<file path="src/rtl/mult_scheduler.sv">
// mult_scheduler: round-robin front end that shares one shift-add multiplier
// datapath (adder + AQ register, external) among N_REQ requesters.
//
// Ports
//   clock, reset      : system clock, synchronous active-high reset
//   req               : per-requester request level, held until its done pulse
//   req_m, req_q      : packed multiplicands / multipliers, requester i at [i*WIDTH +: WIDTH]
//   grant             : one-hot owner of the datapath, zero when idle
//   done              : one-hot, one-cycle completion pulse
//   result            : product of the last completed operation
//   busy              : high whenever the sequencer is not idle
//   mul_M, mul_Qin    : latched operands driven to the datapath
//   mul_load/add/shift: datapath control strobes (one-hot or zero)
//   mul_AQ            : datapath {A,Q} register; bit 0 is Q0
module mult_scheduler #(
    parameter int unsigned N_REQ = 2,
    parameter int unsigned WIDTH = 4
) (
    input  logic                     clock,
    input  logic                     reset,
    input  logic [N_REQ-1:0]         req,
    input  logic [N_REQ*WIDTH-1:0]   req_m,
    input  logic [N_REQ*WIDTH-1:0]   req_q,
    output logic [N_REQ-1:0]         grant,
    output logic [N_REQ-1:0]         done,
    output logic [2*WIDTH-1:0]       result,
    output logic                     busy,
    output logic [WIDTH-1:0]         mul_M,
    output logic [WIDTH-1:0]         mul_Qin,
    output logic                     mul_load,
    output logic                     mul_add,
    output logic                     mul_shift,
    input  logic [2*WIDTH-1:0]       mul_AQ
);

    localparam int unsigned IDX_W = (N_REQ > 1) ? $clog2(N_REQ) : 1;
    localparam int unsigned CNT_W = (WIDTH > 1) ? $clog2(WIDTH) : 1;
    localparam int unsigned PW    = 2 * WIDTH;

    typedef enum logic [2:0] {
        S_IDLE  = 3'd0,
        S_LOAD  = 3'd1,
        S_TEST  = 3'd2,
        S_ADD   = 3'd3,
        S_SHIFT = 3'd4,
        S_DONE  = 3'd5
    } state_e;

    state_e             state_q, state_d;

    logic [CNT_W-1:0]   cnt_q, cnt_d;
    logic [IDX_W-1:0]   ptr_q, ptr_d;
    logic [IDX_W-1:0]   gidx_q, gidx_d;
    logic [N_REQ-1:0]   grant_q, grant_d;
    logic [N_REQ-1:0]   done_q, done_d;
    logic [PW-1:0]      result_q, result_d;
    logic               busy_q, busy_d;
    logic [WIDTH-1:0]   mul_m_q, mul_m_d;
    logic [WIDTH-1:0]   mul_qin_q, mul_qin_d;
    logic               mul_load_q, mul_load_d;
    logic               mul_add_q, mul_add_d;
    logic               mul_shift_q, mul_shift_d;

    logic               win_found_c;
    logic [IDX_W-1:0]   win_idx_c;
    int unsigned        arb_cand;

    // Round-robin pick: first requester searching upward from ptr+1, wrapping.
    always_comb begin
        win_found_c = 1'b0;
        win_idx_c   = '0;
        arb_cand    = 0;
        for (int unsigned k = 1; k <= N_REQ; k++) begin
            arb_cand = 32'(ptr_q) + k;
            if (arb_cand >= N_REQ) begin
                arb_cand = arb_cand - N_REQ;
            end
            if (!win_found_c && req[IDX_W'(arb_cand)]) begin
                win_found_c = 1'b1;
                win_idx_c   = IDX_W'(arb_cand);
            end
        end
    end

    // State register.
    always_ff @(posedge clock) begin
        if (reset) begin
            state_q <= S_IDLE;
        end else begin
            state_q <= state_d;
        end
    end

    // Next-state and datapath-side register updates.
    always_comb begin
        state_d   = state_q;
        cnt_d     = cnt_q;
        ptr_d     = ptr_q;
        gidx_d    = gidx_q;
        grant_d   = grant_q;
        result_d  = result_q;
        mul_m_d   = mul_m_q;
        mul_qin_d = mul_qin_q;

        case (state_q)
            S_IDLE: begin
                grant_d = '0;
                if (win_found_c) begin
                    state_d   = S_LOAD;
                    gidx_d    = win_idx_c;
                    grant_d   = N_REQ'(1) << win_idx_c;
                    mul_m_d   = req_m[win_idx_c*WIDTH +: WIDTH];
                    mul_qin_d = req_q[win_idx_c*WIDTH +: WIDTH];
                end
            end
            S_LOAD: begin
                cnt_d   = '0;
                state_d = S_TEST;
            end
            S_TEST: begin
                // Q0 of the datapath decides whether this bit needs an add.
                state_d = mul_AQ[0] ? S_ADD : S_SHIFT;
            end
            S_ADD: begin
                state_d = S_SHIFT;
            end
            S_SHIFT: begin
                cnt_d   = cnt_q + CNT_W'(1);
                state_d = (cnt_q == CNT_W'(WIDTH - 1)) ? S_DONE : S_TEST;
            end
            S_DONE: begin
                result_d = mul_AQ;
                ptr_d    = gidx_q;
                grant_d  = '0;
                state_d  = S_IDLE;
            end
            default: begin
                state_d = S_IDLE;
                grant_d = '0;
            end
        endcase
    end

    // Outputs decoded from the upcoming state so they are registered yet
    // aligned with the state they belong to.
    always_comb begin
        busy_d      = (state_d != S_IDLE);
        mul_load_d  = (state_d == S_LOAD);
        mul_add_d   = (state_d == S_ADD);
        mul_shift_d = (state_d == S_SHIFT);
        done_d      = (state_d == S_DONE) ? grant_q : '0;
    end

    // Data and output registers.
    always_ff @(posedge clock) begin
        if (reset) begin
            cnt_q       <= '0;
            ptr_q       <= IDX_W'(N_REQ - 1);
            gidx_q      <= '0;
            grant_q     <= '0;
            done_q      <= '0;
            result_q    <= '0;
            busy_q      <= 1'b0;
            mul_m_q     <= '0;
            mul_qin_q   <= '0;
            mul_load_q  <= 1'b0;
            mul_add_q   <= 1'b0;
            mul_shift_q <= 1'b0;
        end else begin
            cnt_q       <= cnt_d;
            ptr_q       <= ptr_d;
            gidx_q      <= gidx_d;
            grant_q     <= grant_d;
            done_q      <= done_d;
            result_q    <= result_d;
            busy_q      <= busy_d;
            mul_m_q     <= mul_m_d;
            mul_qin_q   <= mul_qin_d;
            mul_load_q  <= mul_load_d;
            mul_add_q   <= mul_add_d;
            mul_shift_q <= mul_shift_d;
        end
    end

    assign grant     = grant_q;
    assign done      = done_q;
    assign result    = result_q;
    assign busy      = busy_q;
    assign mul_M     = mul_m_q;
    assign mul_Qin   = mul_qin_q;
    assign mul_load  = mul_load_q;
    assign mul_add   = mul_add_q;
    assign mul_shift = mul_shift_q;

endmodule

</file>
<file path="config.mk">
export PLATFORM = sky130hd
export DESIGN_NAME = mult_scheduler
export DESIGN_NICKNAME = d
export VERILOG_FILES = /design/src/rtl/mult_scheduler.sv
export SDC_FILE = /design/constraint.sdc
export NUM_CORES = 1
export LEC_CHECK = 0
export ABC_AREA = 1
export CORE_ASPECT_RATIO = 1.2
export CORE_MARGIN = 5
export CORE_UTILIZATION = 40
export CTS_BUF_LIST = sky130_fd_sc_hd__clkbuf_4 sky130_fd_sc_hd__clkbuf_8
export CTS_CLUSTER_DIAMETER = 60
export DETAILED_ROUTE_END_ITERATION = 7
export GPL_TIMING_DRIVEN = 1
export PLACE_DENSITY = 0.74
export SETUP_SLACK_MARGIN = 0.3
export SYNTH_ARGS = -nofsm -noshare
export SYNTH_HDL_FRONTEND = slang
export SYNTH_SLANG_ARGS = --single-unit
</file>
<file path="constraint.sdc">
create_clock -name clock -period 1.4 [get_ports clock]
set_input_delay 0.35 -clock clock [delete_from_list [all_inputs] [get_ports clock]]
set_output_delay 0.35 -clock clock [all_outputs]
set_load 0.01 [all_outputs]
</file>
# == Word-level counts from Yosys, hierarchy flattened ==
# Cells that the tools add are included.
# classes
reduce_logical,8
add_sub_neg,5
mux,17
n_shift,3
n_bitwise,1
n_lt_le_gt_ge,4
eq_ne,10
# ops
operator,n
$shiftx 8x4->4,2
$pmux 3 s5,1
$eq 3x3->1 const B,4
$mux 1,10
$eq 3x2->1 const B,3
$mux 3,3
$pmux 2 s2,2
$eq 3x1->1 const B,2
$lt 1x2->1 const B,2
$reduce_or 4->1,1
$add 1x2->3 const B,1
$ge 3x2->1 const B,1
$logic_not 3->1,1
$reduce_bool 3->1,1
$add 1x1->2 const B,1
$add 2x1->2 const B,1
$eq 2x2->1 const B,1
$ge 2x2->1 const B,1
$mux 2,1
$reduce_and 2->1,1
$reduce_bool 2->1,1
$reduce_or 2->1,1
$shl 1x1->2 const A,1
$sub 1x1->1 const B,2
other kinds (3),3
# totals
regBits,31
elab_cells,61

# == Depth between registers and ports, before layout ==
# Gate-level depths: netlist (run 1).
# depth
ltp_word,14
mapped_depth,6
depth_no_buf,6

# == Worst setup path after synthesis (run 1) ==
# Ideal clock, no wire load.
# synth_timing
path_type,input-to-reg
from,input reset
to,register busy_q (netlist: busy)
arrival_time_ns,0.891
setup_time_ns,0.120
stages,5
required_ns,1.280
path_slack_ns,0.389
cell_sequence,buf_2 > inv_1 > buf_2 > nand2_1 > nand3_1
# synth_lines
element,line,rtl
start: declaration,20,"input logic reset,"
end signal: assignment,176,busy_q <= busy_d;
end: declaration,57,"logic busy_q, busy_d;"

# == Worst setup path after layout (run 1) ==
# layout_timing
from,register state_q[0]
to,register grant_q[1] (netlist: grant[1])
# layout_between
elab_chain_cells,3
# layout_rtl
element,line,rtl
start: declaration,49,"state_e state_q, state_d;"
start signal: assignment,90,state_q <= state_d;
"$eq 3x3->1, or another cell as far along",105,case (state_q)
$reduce_or 4->1 (no line),--,
$pmux 2 s2,105,
end signal: assignment,173,grant_q <= grant_d;
end: declaration,54,"logic [N_REQ-1:0] grant_q, grant_d;"
# Parallel ways exist; a longest one is shown, timed or not.
# A chain may end at the register's enable or synchronous reset.

==> metrics.txt, run 1 <==
# TYPE chip_impl_metric gauge
chip_impl_metric{name="final_max_slew_viol_count",unit=""} 0
chip_impl_metric{name="max_freq",unit="MHz"} 905
chip_impl_info{name="min_to",value="result[0]"} 1
chip_impl_info{name="synth_top_cells_by_area",value="sky130_fd_sc_hd__dfxtp_1 46%, sky130_fd_sc_hd__nand2_1 10%, sky130_fd_sc_hd__a21oi_2 6.5%"} 1
chip_impl_metric{name="worst-endpoint-required",unit="ns"} 1.62
chip_impl_metric{name="post_synth.cell_area_avg",unit="um2"} 7.90
chip_impl_metric{name="antenna_left",unit=""} 0
chip_impl_info{name="endpoint_kind",value="flop"} 1
chip_impl_metric{name="maxSlewHeadroom",unit="%"} 84.3
chip_impl_metric{name="synth-edff-count",unit=""} 0
chip_impl_metric{name="post_synthesis_sequential_area_ratio",unit="%"} 46.0
chip_impl_metric{name="finalHoldViolations",unit=""} 0
chip_impl_metric{name="cts.htree.levels",unit=""} 2
chip_impl_metric{name="fin_crit",unit="ns"} 1.11
chip_impl_metric{name="finalWirelength",unit="mm"} 3.49
chip_impl_metric{name="grt_start_max_net_pins",unit=""} 19
chip_impl_info{name="r2r_end",value="grant[1]"} 1
chip_impl_metric{name="cell_count_of_the_worst_hold_path",unit=""} 3
chip_impl_metric{name="postSynth.asyncResetShare",unit="%"} 0
chip_impl_info{name="ctsRootBufferMaster",value="sky130_fd_sc_hd__clkbuf_8"} 1
chip_impl_metric{name="synthesis.instances",unit=""} 171
chip_impl_metric{name="yosysWarningCount",unit=""} 0
chip_impl_metric{name="ir_drop",unit="mV"} 0.816
chip_impl_info{name="hp-class",value="primary input to flop"} 1
chip_impl_info{name="post-synth-top-count-cell",value="sky130_fd_sc_hd__nand2_1"} 1
chip_impl_metric{name="cts_hold_repair.buffers",unit=""} 0
chip_impl_metric{name="detail_routed_net_length_per_standard_cell",unit="um"} 12.2
chip_impl_metric{name="grt_first_pass_wirelength",unit="mm"} 5.22
chip_impl_metric{name="die_height",unit="um"} 73.6
chip_impl_metric{name="detailed_place_hpwl",unit="mm"} 2.40
chip_impl_metric{name="detailedPlace.worstSlack",unit="ns"} -0.109
chip_impl_metric{name="path_clk_slew",unit="ns"} 0.07
chip_impl_metric{name="postSynthRegisterBits",unit=""} 31
chip_impl_metric{name="clock_skew",unit="ns"} 0.0101
chip_impl_metric{name="die_x",unit="um"} 63.0
chip_impl_metric{name="maxCapViolCount",unit=""} 0
chip_impl_info{name="critical_path.reg2reg.startpoint",value="state_q[0]"} 1
chip_impl_metric{name="diodes",unit=""} 0
chip_impl_metric{name="route.detailed.drc",unit=""} 0
chip_impl_metric{name="timing_worst_slew_pin_value",unit="ns"} 0.235
chip_impl_info{name="slowest_stage",value="sky130_fd_sc_hd__dfxtp_4"} 1
chip_impl_metric{name="grt.total_usage",unit="%"} 14.9
chip_impl_metric{name="critical-path-max-stage-delay",unit="ns"} 0.38
chip_impl_metric{name="ff2ff_path_depth",unit=""} 4
chip_impl_metric{name="finish.net_count",unit=""} 278
chip_impl_metric{name="arrival",unit="ns"} 1.33
chip_impl_metric{name="routed_via_density",unit=""} 4.66
chip_impl_info{name="criticalPathCategory",value="flop to flop"} 1
chip_impl_metric{name="initialDrtViolationCount",unit=""} 64
chip_impl_metric{name="detail_route.first_pass.iterations",unit=""} 4
chip_impl_metric{name="tritoncts.num_buffers",unit=""} 5
chip_impl_metric{name="ys_types",unit=""} 18
chip_impl_metric{name="timing.hold.ws",unit="ns"} 0.379
chip_impl_metric{name="p_leak",unit="nW"} 1.03
chip_impl_metric{name="design_area",unit="um2"} 2250
chip_impl_metric{name="globalRouteOverflowTotal",unit=""} 0
chip_impl_metric{name="numClockSinks",unit=""} 31
chip_impl_metric{name="start_util",unit="%"} 40.8
chip_impl_metric{name="total_power",unit="mW"} 2.58
chip_impl_metric{name="vias",unit=""} 1337
chip_impl_metric{name="fin_crit_sh",unit="%"} 79.0
chip_impl_info{name="tritoncts_clock_tree",value="yes"} 1
chip_impl_metric{name="floorplan.core_area",unit="um2"} 3310
chip_impl_metric{name="cts_buffer_depth",unit=""} 2
chip_impl_info{name="ys_top_cells_by_count",value="37 x sky130_fd_sc_hd__nand2_1, 31 x sky130_fd_sc_hd__dfxtp_1, 21 x sky130_fd_sc_hd__inv_1, 16 x sky130_fd_sc_hd__nand3_1"} 1
chip_impl_metric{name="synth_fp_nets",unit=""} 200
chip_impl_metric{name="area.growth.synth_to_final",unit="%"} 66.5
chip_impl_metric{name="setup_slack_on_the_worst_flop_to_flop_path",unit="ns"} 0.29
chip_impl_info{name="start_kind",value="flop"} 1
chip_impl_metric{name="clock_latency",unit="ns"} 0.30
chip_impl_metric{name="placement_rows",unit=""} 23
chip_impl_metric{name="synth_top_area_share",unit="%"} 46.0
chip_impl_metric{name="final_count_of_negative_setup_slack_endpoints",unit=""} 0
chip_impl_metric{name="layout_cells_sized_above_1",unit="%"} 46.4
chip_impl_metric{name="place.gp.congestion",unit=""} 0.776
chip_impl_metric{name="power-per-cell-area",unit="nW/um2"} 1150
chip_impl_metric{name="antenna_found_initial",unit=""} 0
chip_impl_metric{name="worstPathMaxFanout",unit=""} 5
chip_impl_metric{name="placement.io_buffers",unit=""} 51
chip_impl_info{name="status",value="completed"} 1
chip_impl_metric{name="io_pins",unit=""} 52
chip_impl_info{name="postSynth.topFlopCell",value="sky130_fd_sc_hd__dfxtp_1"} 1
chip_impl_info{name="source_of_the_worst_hold_timing_path",value="mul_AQ[0]"} 1
chip_impl_metric{name="setup_ws",unit="ns"} 0.295
chip_impl_info{name="timing.critical_path.cells",value="nor2_4 -> buf_4 -> nand4_1 -> a21oi_1"} 1
chip_impl_info{name="synthDominantAreaCellType",value="sky130_fd_sc_hd__dfxtp_1"} 1
chip_impl_metric{name="die-area",unit="um2"} 4640
chip_impl_metric{name="grt_pass1_vias",unit=""} 1175
chip_impl_metric{name="placement.cell_area",unit="um2"} 1960
chip_impl_info{name="rsz0062_at_grt",value="yes"} 1
chip_impl_metric{name="synth.cell_area",unit="um2"} 1350
[registers in the layout, summed over array words and instances, names as in the netlist]
| register | cells |
|---|---|
| mul_Qin | 4 |
| grant | 2 |
| mul_add | 1 |
| result | 8 |
| mul_shift | 1 |
| gidx_q | 1 |
| done | 2 |
| state_q | 3 |
| busy | 1 |
| ptr_q | 1 |
| mul_M | 4 |
| cnt_q | 2 |
| mul_load | 1 |
[cell usage in the layout (no fill, tap or decap)]
cell,netlist,layout
sky130_fd_sc_hd__nand3_2,0,2
sky130_fd_sc_hd__dlygate4sd2_1,0,2
sky130_fd_sc_hd__clkdlybuf4s50_1,0,24
sky130_fd_sc_hd__inv_2,2,2
sky130_fd_sc_hd__dfxtp_1,31,9
sky130_fd_sc_hd__bufinv_16,0,1
sky130_fd_sc_hd__dlymetal6s2s_1,0,1
sky130_fd_sc_hd__clkbuf_8,0,6
sky130_fd_sc_hd__nand4_1,1,1
sky130_fd_sc_hd__nor2_1,8,6
sky130_fd_sc_hd__inv_1,21,20
sky130_fd_sc_hd__o21ai_0,10,7
sky130_fd_sc_hd__nand2_1,37,34
sky130_fd_sc_hd__nand3_1,16,14
sky130_fd_sc_hd__o21ai_1,1,3
sky130_fd_sc_hd__o21ai_2,0,1
sky130_fd_sc_hd__buf_2,4,5
sky130_fd_sc_hd__a21oi_2,10,10
sky130_fd_sc_hd__buf_12,1,1
sky130_fd_sc_hd__a21oi_1,12,12
sky130_fd_sc_hd__buf_4,0,23
sky130_fd_sc_hd__dfxtp_4,0,1
sky130_fd_sc_hd__buf_6,1,21
sky130_fd_sc_hd__nor2_2,0,2
sky130_fd_sc_hd__dfxtp_2,0,21
sky130_fd_sc_hd__inv_6,0,1
sky130_fd_sc_hd__nand3_4,2,2
sky130_fd_sc_hd__ha_1,1,1
sky130_fd_sc_hd__clkinv_2,0,1
sky130_fd_sc_hd__nor2_4,1,1
sky130_fd_sc_hd__nand2_2,12,15
[metrics by stage]
step                TNS [ns]  instances  util [%]
floorplan                  0        171         -
global placement       -1.04        265      59.2
detailed placement     -1.44        265      59.2
CTS                        0        276      62.4
global route               0        287      67.9
finish                     0        287      67.9
[timing repair]
item	CTS	global route
gates resized for setup	130	27
setup buffers	3	11
pin swaps	2	4
setup endpoints to repair	47	47
[final cells by class]
type	count	area (um2)
clock buffer	6	82.6
inverter	23	91.3
timing repair buffer	77	724
sequential	31	651
tap	37	46.3
multi-input combinational	111	618
fill	267	1060
clock inverter	2	35.0
[routing by layer]
metal | global-route usage (%) | routed length, um
met3 | 6.57 | 223
met2 | 24.2 | 1780
met4 | 9.20 | 85
met1 | 15.9 | 1400
met5 | 0 | 0
[worst max-delay path: cells and delay by family, from the launching register on]
family                 cells  cell delay, ns
AOI/OAI and AO/OA          1            0.19
and+or+nand+nor            2            0.32
DFF                        1            0.38
buffers and inverters      1            0.14
[cell families after synthesis]
kind of cell | count (synthesis) | share of synthesized area (%)
compound gates | 33 | 15.0
fa+ha+maj | 1 | 0.927
buf+inv | 29 | 10.2
flops | 31 | 46.0
simple gates | 77 | 27.9
[how the worst max path moves through the flow]
stage | to | slack [ns] | start
6_report | grant[1] | 0.29 | state_q[0]
5_1_grt | busy | 0.25 | state_q[0]
4_1_cts | grant[0] | 0.30 | grant[0]
3_5_place_dp | mul_M[1] | -0.11 | req[1]
3_3_place_gp | mul_M[3] | -0.09 | req[1]
2_1_floorplan | busy | 0.39 | reset
[where the power goes]
part           total [mW]  internal [mW]  leakage, nW  switching (mW)
Clock               0.932          0.575       0.0612           0.357
Combinational       0.626          0.339        0.709           0.286
Sequential           1.02          0.960        0.262          0.0582
Power figures use the tool's default switching activity.
==> run 2: changes to the inputs <==
--- a/config.mk
+++ b/config.mk
@@ -13,7 +13,7 @@
 export CTS_CLUSTER_DIAMETER = 60
 export DETAILED_ROUTE_END_ITERATION = 7
 export GPL_TIMING_DRIVEN = 1
-export PLACE_DENSITY = 0.74
+export PLACE_DENSITY = 0.77
 export SETUP_SLACK_MARGIN = 0.3
 export SYNTH_ARGS = -nofsm -noshare
 export SYNTH_HDL_FRONTEND = slang
==> constraint.sdc (replaced) <==
create_clock -name clock -period 0.95 [get_ports clock]
set_input_delay 0.2375 -clock clock [delete_from_list [all_inputs] [get_ports clock]]
set_output_delay 0.2375 -clock clock [all_outputs]
set_load 0.01 [all_outputs]
==> metrics.txt, run 2 (synthesis results as in run 1) <==
# TYPE chip_impl_metric gauge
chip_impl_metric{name="worstPathMaxFanout",unit=""} 5
chip_impl_metric{name="vias",unit=""} 1385
chip_impl_metric{name="ir_drop",unit="mV"} 1.29
chip_impl_metric{name="grt_util_met1",unit="%"} 14.7
chip_impl_metric{name="cts_buffer_depth",unit=""} 2
chip_impl_metric{name="cts.htree.levels",unit=""} 2
chip_impl_metric{name="clock_skew",unit="ns"} 0.00462
chip_impl_metric{name="largest_register_ff_count",unit=""} 8
chip_impl_metric{name="grt_use_met3",unit="%"} 5.81
chip_impl_metric{name="switching_share",unit="%"} 28.3
chip_impl_metric{name="io_pins",unit=""} 52
chip_impl_metric{name="place.gp.congestion",unit=""} 0.800
chip_impl_metric{name="fin_crit",unit="ns"} 1.12
chip_impl_metric{name="final_count_of_negative_setup_slack_endpoints",unit=""} 30
chip_impl_metric{name="finish.net_count",unit=""} 280
chip_impl_info{name="layout_commonest_cell",value="sky130_fd_sc_hd__nand2_1"} 1
chip_impl_metric{name="route.detailed.drc",unit=""} 0
chip_impl_metric{name="die-area",unit="um2"} 4640
chip_impl_metric{name="power-per-cell-area",unit="nW/um2"} 1520
chip_impl_metric{name="detailed_place_hpwl",unit="mm"} 2.42
chip_impl_metric{name="timing_worst_slew_pin_value",unit="ns"} 0.232
chip_impl_info{name="status",value="finished, violations left"} 1
chip_impl_info{name="rsz0062_at_grt",value="yes"} 1
chip_impl_metric{name="die_x",unit="um"} 63.0
chip_impl_metric{name="globalRouteOverflowTotal",unit=""} 0
chip_impl_metric{name="area.growth.synth_to_final",unit="%"} 78.8
chip_impl_metric{name="p_clk_share",unit="%"} 31.0
chip_impl_metric{name="path_clk_slew",unit="ns"} 0.06
chip_impl_metric{name="routed_via_density",unit=""} 4.79
chip_impl_metric{name="start_util",unit="%"} 40.8
chip_impl_metric{name="placement.io_buffers",unit=""} 51
chip_impl_metric{name="combPwrFrac",unit="%"} 28.4
chip_impl_metric{name="finalWirelength",unit="mm"} 3.60
chip_impl_metric{name="timing.hold.ws",unit="ns"} 0.411
chip_impl_metric{name="maxCapViolCount",unit=""} 0
chip_impl_metric{name="fin_crit_sh",unit="%"} 118
chip_impl_metric{name="die_height",unit="um"} 73.6
chip_impl_metric{name="floorplan.core_area",unit="um2"} 3310
chip_impl_metric{name="grt_first_pass_wirelength",unit="mm"} 5.66
chip_impl_metric{name="detail_route.first_pass.iterations",unit=""} 2
chip_impl_info{name="endpoint_kind",value="flop"} 1
chip_impl_metric{name="max_freq",unit="MHz"} 895
chip_impl_metric{name="tritoncts.num_buffers",unit=""} 5
chip_impl_metric{name="antenna_left",unit=""} 0
chip_impl_metric{name="arrival",unit="ns"} 1.28
chip_impl_info{name="criticalPathCategory",value="flop to flop"} 1
chip_impl_metric{name="worst-endpoint-required",unit="ns"} 1.12
chip_impl_info{name="start_kind",value="flop"} 1
chip_impl_info{name="slowest_stage",value="sky130_fd_sc_hd__dfxtp_4"} 1
chip_impl_metric{name="grt_pass1_vias",unit=""} 1327
chip_impl_info{name="timing.critical_path.cells",value="nor2_4 -> nand3_4 -> buf_6 -> nand2_2 -> a21oi_2"} 1
chip_impl_info{name="tritoncts_clock_tree",value="yes"} 1
chip_impl_metric{name="maxSlewHeadroom",unit="%"} 84.5
chip_impl_metric{name="layout_cells_sized_above_1",unit="%"} 57.5
chip_impl_metric{name="diodes",unit=""} 0
chip_impl_metric{name="detail_routed_net_length_per_standard_cell",unit="um"} 12.4
chip_impl_info{name="global_route.peak_usage_layer",value="met2"} 1
chip_impl_metric{name="dp_cells",unit=""} 272
chip_impl_metric{name="detailedPlace.worstSlack",unit="ns"} -0.475
chip_impl_metric{name="critical-path-max-stage-delay",unit="ns"} 0.37
chip_impl_info{name="violations_in_the_final_reports",value="setup timing"} 1
chip_impl_metric{name="initialDrtViolationCount",unit=""} 28
chip_impl_metric{name="antenna_found_initial",unit=""} 0
chip_impl_metric{name="seqPwrFrac",unit="%"} 40.6
chip_impl_metric{name="power_report.internal_total",unit="mW"} 2.63
chip_impl_info{name="ctsRootBufferMaster",value="sky130_fd_sc_hd__clkbuf_8"} 1
chip_impl_metric{name="power_switching",unit="mW"} 1.04
chip_impl_info{name="hp-class",value="primary input to flop"} 1
chip_impl_metric{name="finalHoldViolations",unit=""} 0
chip_impl_metric{name="grt_start_max_net_pins",unit=""} 14
chip_impl_metric{name="placement.cell_area",unit="um2"} 2020
chip_impl_metric{name="design_area",unit="um2"} 2410
chip_impl_metric{name="total_negative_setup_slacks",unit="ns"} -2.45
chip_impl_metric{name="finish.cell_count_without_fillers",unit=""} 289
chip_impl_metric{name="met2_usage",unit="%"} 29.8
chip_impl_info{name="layout.cells.most_common_list",value="31 x sky130_fd_sc_hd__nand2_1, 25 x sky130_fd_sc_hd__buf_6, 23 x sky130_fd_sc_hd__clkdlybuf4s50_1"} 1
chip_impl_metric{name="numClockSinks",unit=""} 31
chip_impl_metric{name="clock_latency",unit="ns"} 0.28
chip_impl_metric{name="grt.total_usage",unit="%"} 15.6
chip_impl_metric{name="setup_ws",unit="ns"} -0.167
chip_impl_metric{name="p_leak",unit="nW"} 1.06
chip_impl_metric{name="placement_rows",unit=""} 23
chip_impl_metric{name="final_max_slew_viol_count",unit=""} 0
==> run 2: cell types whose count changed in the layout (fill, tap and decap cells not counted), moves of 4 or more <==
cell and change:
sky130_fd_sc_hd__a21oi_1 -7, sky130_fd_sc_hd__a21oi_2 +7, sky130_fd_sc_hd__buf_4 -5, sky130_fd_sc_hd__buf_6 +4, sky130_fd_sc_hd__o21ai_0 -7, sky130_fd_sc_hd__o21ai_2 +8
==> run 2: critical path, delay by kind of cell, from the launching register on <==
family | cells | cell delay, ns
AO/OA/AOI/OAI | 1 | 0.05
buffers and inverters | 1 | 0.17
flip-flops | 1 | 0.37
AND/OR/NAND/NOR | 3 | 0.42
==> run 2: what timing repair did <==
action                                  CTS  global route
endpoints found under the setup margin   55            55
hold endpoints to repair                  0             0
resized for setup                       157            47
pin swaps                                 7             4
cloned                                    1             2
hold buffers                              0             0
setup buffers                             3             3
==> run 2: power groups by stage <==
| stage | registers [mW] | clock network (mW) | logic [mW] |
|---|---|---|---|
| global placement | 1.49 | 0 | 0.823 |
| CTS | 1.48 | 1.17 | 0.926 |
| floorplan | 1.53 | 0 | 0.398 |
| global route | 1.50 | 1.27 | 1.13 |
| finish | 1.49 | 1.14 | 1.04 |
| detailed placement | 1.50 | 0 | 0.835 |
==> run 2: through the flow <==
| stage | power [mW] | util [%] |
|---|---|---|
| after floorplan | 1.93 | - |
| after global placement | 2.32 | 60.9 |
| after detailed placement | 2.33 | 60.9 |
| after CTS | 3.58 | 66.8 |
| after global routing | 3.90 | 72.9 |
| final | 3.67 | 72.9 |
==> run 2: final timing paths <==
path	start	end	slack, ns	cells after the start
setup reg to reg	state_q[1]	mul_M[1]	-0.17	5
hold / removal	mul_AQ[0]	result[0]	0.41	3
hold reg to reg	result[3]	result[3]	0.44	2
setup / recovery	state_q[1]	mul_M[1]	-0.17	5
==> run 2: area by class of cell <==
| class | count | area [um2] |
|---|---|---|
| fillers | 261 | 896 |
| multi-input cells | 114 | 792 |
| repair buffers | 76 | 716 |
| flip-flops and latches | 31 | 657 |
| clock buffers | 8 | 104 |
| inverters | 23 | 98.8 |
| well taps | 37 | 46.3 |
==> run 2: layer usage <==
layer,vias to the layer above,wire [um]
met4,0,58
met5,-,0
li1,709,-
met2,43,1910
met3,6,257
met1,627,1370
